`config.mk`:
```
export PLATFORM = sky130hd
export DESIGN_NAME = conv_encoder
export DESIGN_NICKNAME = d
export VERILOG_FILES = /design/src/rtl/wifi_tx_pkg.sv /design/src/rtl/conv_core.sv /design/src/rtl/conv_encoder.sv
export SDC_FILE = /design/constraint.sdc
export NUM_CORES = 1
export LEC_CHECK = 0
export CORE_ASPECT_RATIO = 0.75
export CORE_MARGIN = 8
export CORE_UTILIZATION = 40
export CTS_CLUSTER_DIAMETER = 150
export DETAILED_ROUTE_END_ITERATION = 12
export PLACE_DENSITY = 0.6
export SLEW_MARGIN = 25
export SYNTH_ARGS = -nofsm -noshare
export SYNTH_HDL_FRONTEND = slang
export SYNTH_SLANG_ARGS = --single-unit
export TNS_END_PERCENT = 10
```
`constraint.sdc`:
```
create_clock -name clk -period 2.1 [get_ports clk]
set_input_delay 0.315 -clock clk [delete_from_list [all_inputs] [get_ports clk]]
set_output_delay 0.315 -clock clk [all_outputs]
set_load 0.05 [all_outputs]
```
`src/rtl/wifi_tx_pkg.sv`:
```
// wifi_tx_pkg: shared rate codes, generators and puncture masks for the 802.11a tx datapath.
// CONV_TAIL_INSERT_EN adds the TAIL encoder state.
package wifi_tx_pkg;
  localparam logic [1:0] RATE_1_2 = 2'b00;
  localparam logic [1:0] RATE_2_3 = 2'b01;
  localparam logic [1:0] RATE_3_4 = 2'b10;
  localparam logic [6:0] G0_DEFAULT = 7'b1011011;
  localparam logic [6:0] G1_DEFAULT = 7'b1111001;
  localparam int TAIL_BITS = 6;
  // {keep A, keep B} per phase, phase 0 in the low pair
  localparam logic [5:0] KEEP_1_2 = {2'b00, 2'b00, 2'b11};
  localparam logic [5:0] KEEP_2_3 = {2'b00, 2'b10, 2'b11};
  localparam logic [5:0] KEEP_3_4 = {2'b01, 2'b10, 2'b11};
  typedef enum logic [1:0] {
    IDLE,
    RUN,
`ifdef CONV_TAIL_INSERT_EN
    TAIL,
`endif
    DRAIN
  } state_t;
  function automatic logic [1:0] keep_mask(input logic [1:0] r, input logic [1:0] p);
    logic [5:0] m;
    m = r == RATE_3_4 ? KEEP_3_4 : r == RATE_2_3 ? KEEP_2_3 : KEEP_1_2;
    return m[{p, 1'b0} +: 2];
  endfunction
  function automatic logic [1:0] phase_max(input logic [1:0] r);
    return r == RATE_3_4 ? 2'd2 : r == RATE_2_3 ? 2'd1 : 2'd0;
  endfunction
endpackage

```
`src/rtl/conv_core.sv`:
```
// conv_core: K=7 shift register and generator A/B parity for the current input bit.
module conv_core
  import wifi_tx_pkg::*;
#(
  parameter logic [6:0] G0 = G0_DEFAULT,
  parameter logic [6:0] G1 = G1_DEFAULT
) (
  input  logic clk,
  input  logic rst_n,
  input  logic clr,
  input  logic adv,
  input  logic din,
  output logic a,
  output logic b
);
  logic [5:0] s;
  logic [6:0] v;
  // s[0] is the most recent bit, so the tap vector reverses s
  assign v = {din, s[0], s[1], s[2], s[3], s[4], s[5]};
  assign a = ^(v & G0);
  assign b = ^(v & G1);
  always_ff @(posedge clk)
    if (!rst_n || clr) s <= '0;
    else if (adv) s <= {s[4:0], din};
endmodule

```
`src/rtl/conv_encoder.sv`:
```
// conv_encoder: 802.11a K=7 rate-1/2 encoder punctured to 2/3 and 3/4, serial coded output.
// CONV_TAIL_INSERT_EN makes the encoder append TAIL_BITS zero tail bits itself.
module conv_encoder
  import wifi_tx_pkg::*;
(
  input  logic       clk,
  input  logic       rst_n,
  input  logic       start,
  input  logic [1:0] rate,
  input  logic       in_data,
  input  logic       in_valid,
  input  logic       in_last,
  output logic       in_ready,
  output logic       out_data,
  output logic       out_valid,
  output logic       out_last,
  input  logic       out_ready
);
  state_t state, state_nx;
  logic [1:0] rate_q, phase;
  logic sec_valid, sec_data, sec_last;
  logic a, b, ka, kb, din, adv, slot, pop, last_in;
  assign pop = out_valid && out_ready;
  // a new input may land only if the buffer drains to empty this cycle
  assign slot = !out_valid || (!sec_valid && out_ready);
  assign in_ready = !start && state == RUN && slot;
`ifdef CONV_TAIL_INSERT_EN
  logic [2:0] tail_cnt;
  assign adv = (in_ready && in_valid) || (!start && state == TAIL && slot);
  assign din = state == TAIL ? 1'b0 : in_data;
  assign last_in = state == TAIL && tail_cnt == 3'(TAIL_BITS - 1);
`else
  assign adv = in_ready && in_valid;
  assign din = in_data;
  assign last_in = in_last;
`endif
  assign {ka, kb} = keep_mask(rate_q, phase);
  conv_core u_core (
    .clk  (clk),
    .rst_n(rst_n),
    .clr  (start),
    .adv  (adv),
    .din  (din),
    .a    (a),
    .b    (b)
  );
  always_comb begin
    state_nx = state;
    if (start) state_nx = RUN;
    else if (state == RUN && adv && in_last)
`ifdef CONV_TAIL_INSERT_EN
      state_nx = TAIL;
    else if (state == TAIL && adv && last_in)
`endif
      state_nx = DRAIN;
    else if (state == DRAIN && pop && out_last) state_nx = IDLE;
  end
  always_ff @(posedge clk) begin
    if (!rst_n) begin
      state     <= IDLE;
      rate_q    <= RATE_1_2;
      phase     <= 2'd0;
      out_valid <= 1'b0;
      out_data  <= 1'b0;
      out_last  <= 1'b0;
      sec_valid <= 1'b0;
      sec_data  <= 1'b0;
      sec_last  <= 1'b0;
`ifdef CONV_TAIL_INSERT_EN
      tail_cnt  <= 3'd0;
`endif
    end else begin
      state <= state_nx;
      if (start) begin
        rate_q    <= rate == RATE_3_4 || rate == RATE_2_3 ? rate : RATE_1_2;
        phase     <= 2'd0;
        out_valid <= 1'b0;
        out_data  <= 1'b0;
        out_last  <= 1'b0;
        sec_valid <= 1'b0;
        sec_last  <= 1'b0;
`ifdef CONV_TAIL_INSERT_EN
        tail_cnt  <= 3'd0;
`endif
      end else if (adv) begin
        phase     <= phase == phase_max(rate_q) ? 2'd0 : phase + 2'd1;
        out_valid <= 1'b1;
        out_data  <= ka ? a : b;
        out_last  <= last_in && !(ka && kb);
        sec_valid <= ka && kb;
        sec_data  <= b;
        sec_last  <= last_in && ka && kb;
`ifdef CONV_TAIL_INSERT_EN
        tail_cnt  <= state == TAIL ? tail_cnt + 3'd1 : 3'd0;
`endif
      end else if (pop) begin
        out_valid <= sec_valid;
        out_data  <= sec_valid && sec_data;
        out_last  <= sec_last;
        sec_valid <= 1'b0;
        sec_last  <= 1'b0;
      end
    end
  end
endmodule

```
==> impl_results.md <==
* Number of global-route vias before repair at 647
* Final HPWL DP at between 1 and 1.5 mm
* First-pass GRT wire length at ~3 mm
* Worst path bufs/invs at 1
* Largest stage delay on the critical path at 0.83 ns
* WL/cell at 13.1 um
* Initial antenna violation count at 0
* GPL Wtd Cong at 0.776
* Placed Instances at 136
* Data required, critical path at around 1.8 ns
* Tot Pwr at 600 uW
* Setup CP Type: flop to output pin
* Area share of the leading cell type in the synthesized netlist at 40.0%
* Die Y at 57.1 um
* Final setup skew at 0.00968 ns
* Worst-skew pair later-pin latency at around 0.30 ns
* Worst EP arrival at 1.55 ns
* DR pass1 iterations at 4
* Worst IR Drop VDD at around 360 uV
* Worst path cell trace: clkdlybuf4s50_1
* CTS Buf Count at 3
* DR vias at roughly 710
* Main flop type after synthesis: dfxtp_1
* Synth Net Count at 112
* Cell with the most instances after synthesis: nand2_1
* Clk buf depth at 2
* Setup repair bufs after CTS at 0
* Worst Hold Depth at 2
* Clock-pin slew on the worst setup and hold paths at 0.10 ns
* Avg Cell Area, Syn at 9.01 um^2
* IO Count at 13
* Synth top area cells: dfxtp_1 (40%), nand2_1 (8.3%), a21oi_1 (7.2%), ha_1 (4.2%), xnor2_1 (3.9%)
* Count of warnings emitted by yosys at 0
* Area of the mapped netlist at about 900 um^2
* Final worst path period need at 1.86 ns
* Vias per Instance at 5.12
* Area Growth Syn to Fin at 19.4%
* CTS tree: built
* Share of layout cells above drive strength 1 at 14.9%
* Status: finished, final reports clean
* Max-slew violations at 0
* Asr flop ratio synth at 0%
* H-tree depth at 1
* Die area at 4040 um^2
* Cell taking the most area after synthesis: dfxtp_1
* Number of flops mapped to enable cells by yosys at 0
* Yosys cell types at 35
* Final setup viols at 0
* CP endpoint kind: output pin
* FF-to-FF path depth at 6
* Detailed Route WL at approximately 1.8 mm
* Post-DRT Antenna Nets at 0
* Post-cts sizing count at 0
* Critical path depth at 1
* Hold crit path type: flop to flop
* Fin. Hold Viols at 0
* Gr usage total at 9.31%
* IO buf count at 12
* Final Non-Filler Cells at 139
* Antenna fix cells at 0
* CTS Hold Bufs at 0
* Delay-heaviest family, CP: buffers and inverters
* Core Region at 2210 um^2
* Die width at 70.8 um
* CP max stage cell: clkdlybuf4s50_1
* Pwr dens at about 560 nW/um^2
* Slew margin rel. at 67.0%
* Initial core utilization at 40.7%
* Max-Cap Viols at 0
* Nets at 128
* Drt drc at 0
* CP Max Fanout at 5
* Clock root cell: clkbuf_4
* FF+latch count, synth at 18
* CP startpoint kind: flop
* Largest net degree at the start of global routing at 17
* Slew of the pin with the lowest slew margin at 0.494 ns
* Seq/Total Area, Yosys at 40.0%
* 1st-iter DRT viols at 22
* RSZ-0062 raised after global routing: no
* Setup_tns at 0 ns
* Post-Synthesis Cells at 100
* Final cycle utilization of the critical path at around nine tenths
* Synth top cells by count: nand2_1 (20), dfxtp_1 (18), a21oi_1 (13)
* Std-Cell Rows at 15
* Grt total ovfl at 0
* Pleak at 0.000380 uW
* FMAX at 538 MHz
* CTS Sinks at 18
## flip-flops by register name, indices dropped and copies added (netlist names)
name,count
out_data,1
sec_data,1
u_core.s,6
phase,2
sec_valid,1
out_last,1
sec_last,1
rate_q,2
state,2
out_valid,1
## worst min-delay path: stages (launching register included)
cell,delay [ns]
dfxtp_1,0.32
nand2_1,0.05
a21oi_1,0.05
## report_power, final
group / switching, uW / leakage, uW / internal (uW)
Clock: 106 / 0.0000138 / 66.8
Sequential: 4.77 / 0.000146 / 346
Combinational: 38.4 / 0.000221 / 37.3
## path summary, 6_finish.rpt
check                            startpoint     endpoint  slack, ns
worst max-delay path              out_valid    out_valid       0.24
worst min-delay path            u_core.s[3]  u_core.s[4]       0.46
worst max register to register    rate_q[0]     out_data       0.61
worst min register to register  u_core.s[3]  u_core.s[4]       0.46
## layout make-up
class                           count  area, um^2
Timing Repair Buffer               14         145
Clock buffer                        3        22.5
Tap cell                           25        31.3
Inverter                            5        18.8
Fill cell                         219        1140
Sequential cell                    18         360
Multi-Input combinational cell     74         498
## cell usage in the layout (no fill, tap or decap), drive strengths merged
cell type / instances
a31o: 2
a221oi: 1
o211ai: 1
nand2: 20
a21boi: 1
ha: 3
o22ai: 1
o2111a: 1
and3: 2
o21ai: 4
nand3: 2
and2: 2
xor2: 2
clkbuf: 3
xnor2: 5
a21oi: 14
nor2b: 1
nor2: 1
mux2i: 1
nand2b: 3
buf: 3
clkdlybuf4s50: 11
inv: 5
o2111ai: 1
nand4: 2
o21a: 1
mux2: 1
dfxtp: 18
nand3b: 2
## through the flow
step	hold WS [ns]	worst slack, ns	util (%)	area (um^2)
floorplan	0.432	0.633	-	901
global placement	0.438	0.286	47.6	1050
detailed placement	0.454	0.263	47.6	1050
CTS	0.466	0.232	48.6	1080
global route	0.497	0.184	48.6	1080
finish	0.460	0.240	48.6	1080
## kinds of logic (layout without fill, tap and decap cells)
family / count (synthesis) / in the layout / share of synthesized area (%)
and+or+nand+nor: 35 / 35 / 20.0
AOI/OAI and AO/OA: 27 / 27 / 21.1
DFF: 18 / 18 / 40.0
buffers and inverters: 8 / 22 / 4.72
xor gates and xnor gates: 7 / 7 / 7.64
adders and majority gates: 3 / 3 / 4.17
muxes: 2 / 2 / 2.36
## layer usage
layer  GRT usage, %  vias up  part of all wire, %
li1               -      374                    -
met1           11.6      323                   53
met2           13.3       10                   40
met3           4.55        4                  6.2
met4           3.54        0                  1.2
met5              0        -                    0
Note: power is estimated with default switching activity, not from simulation.
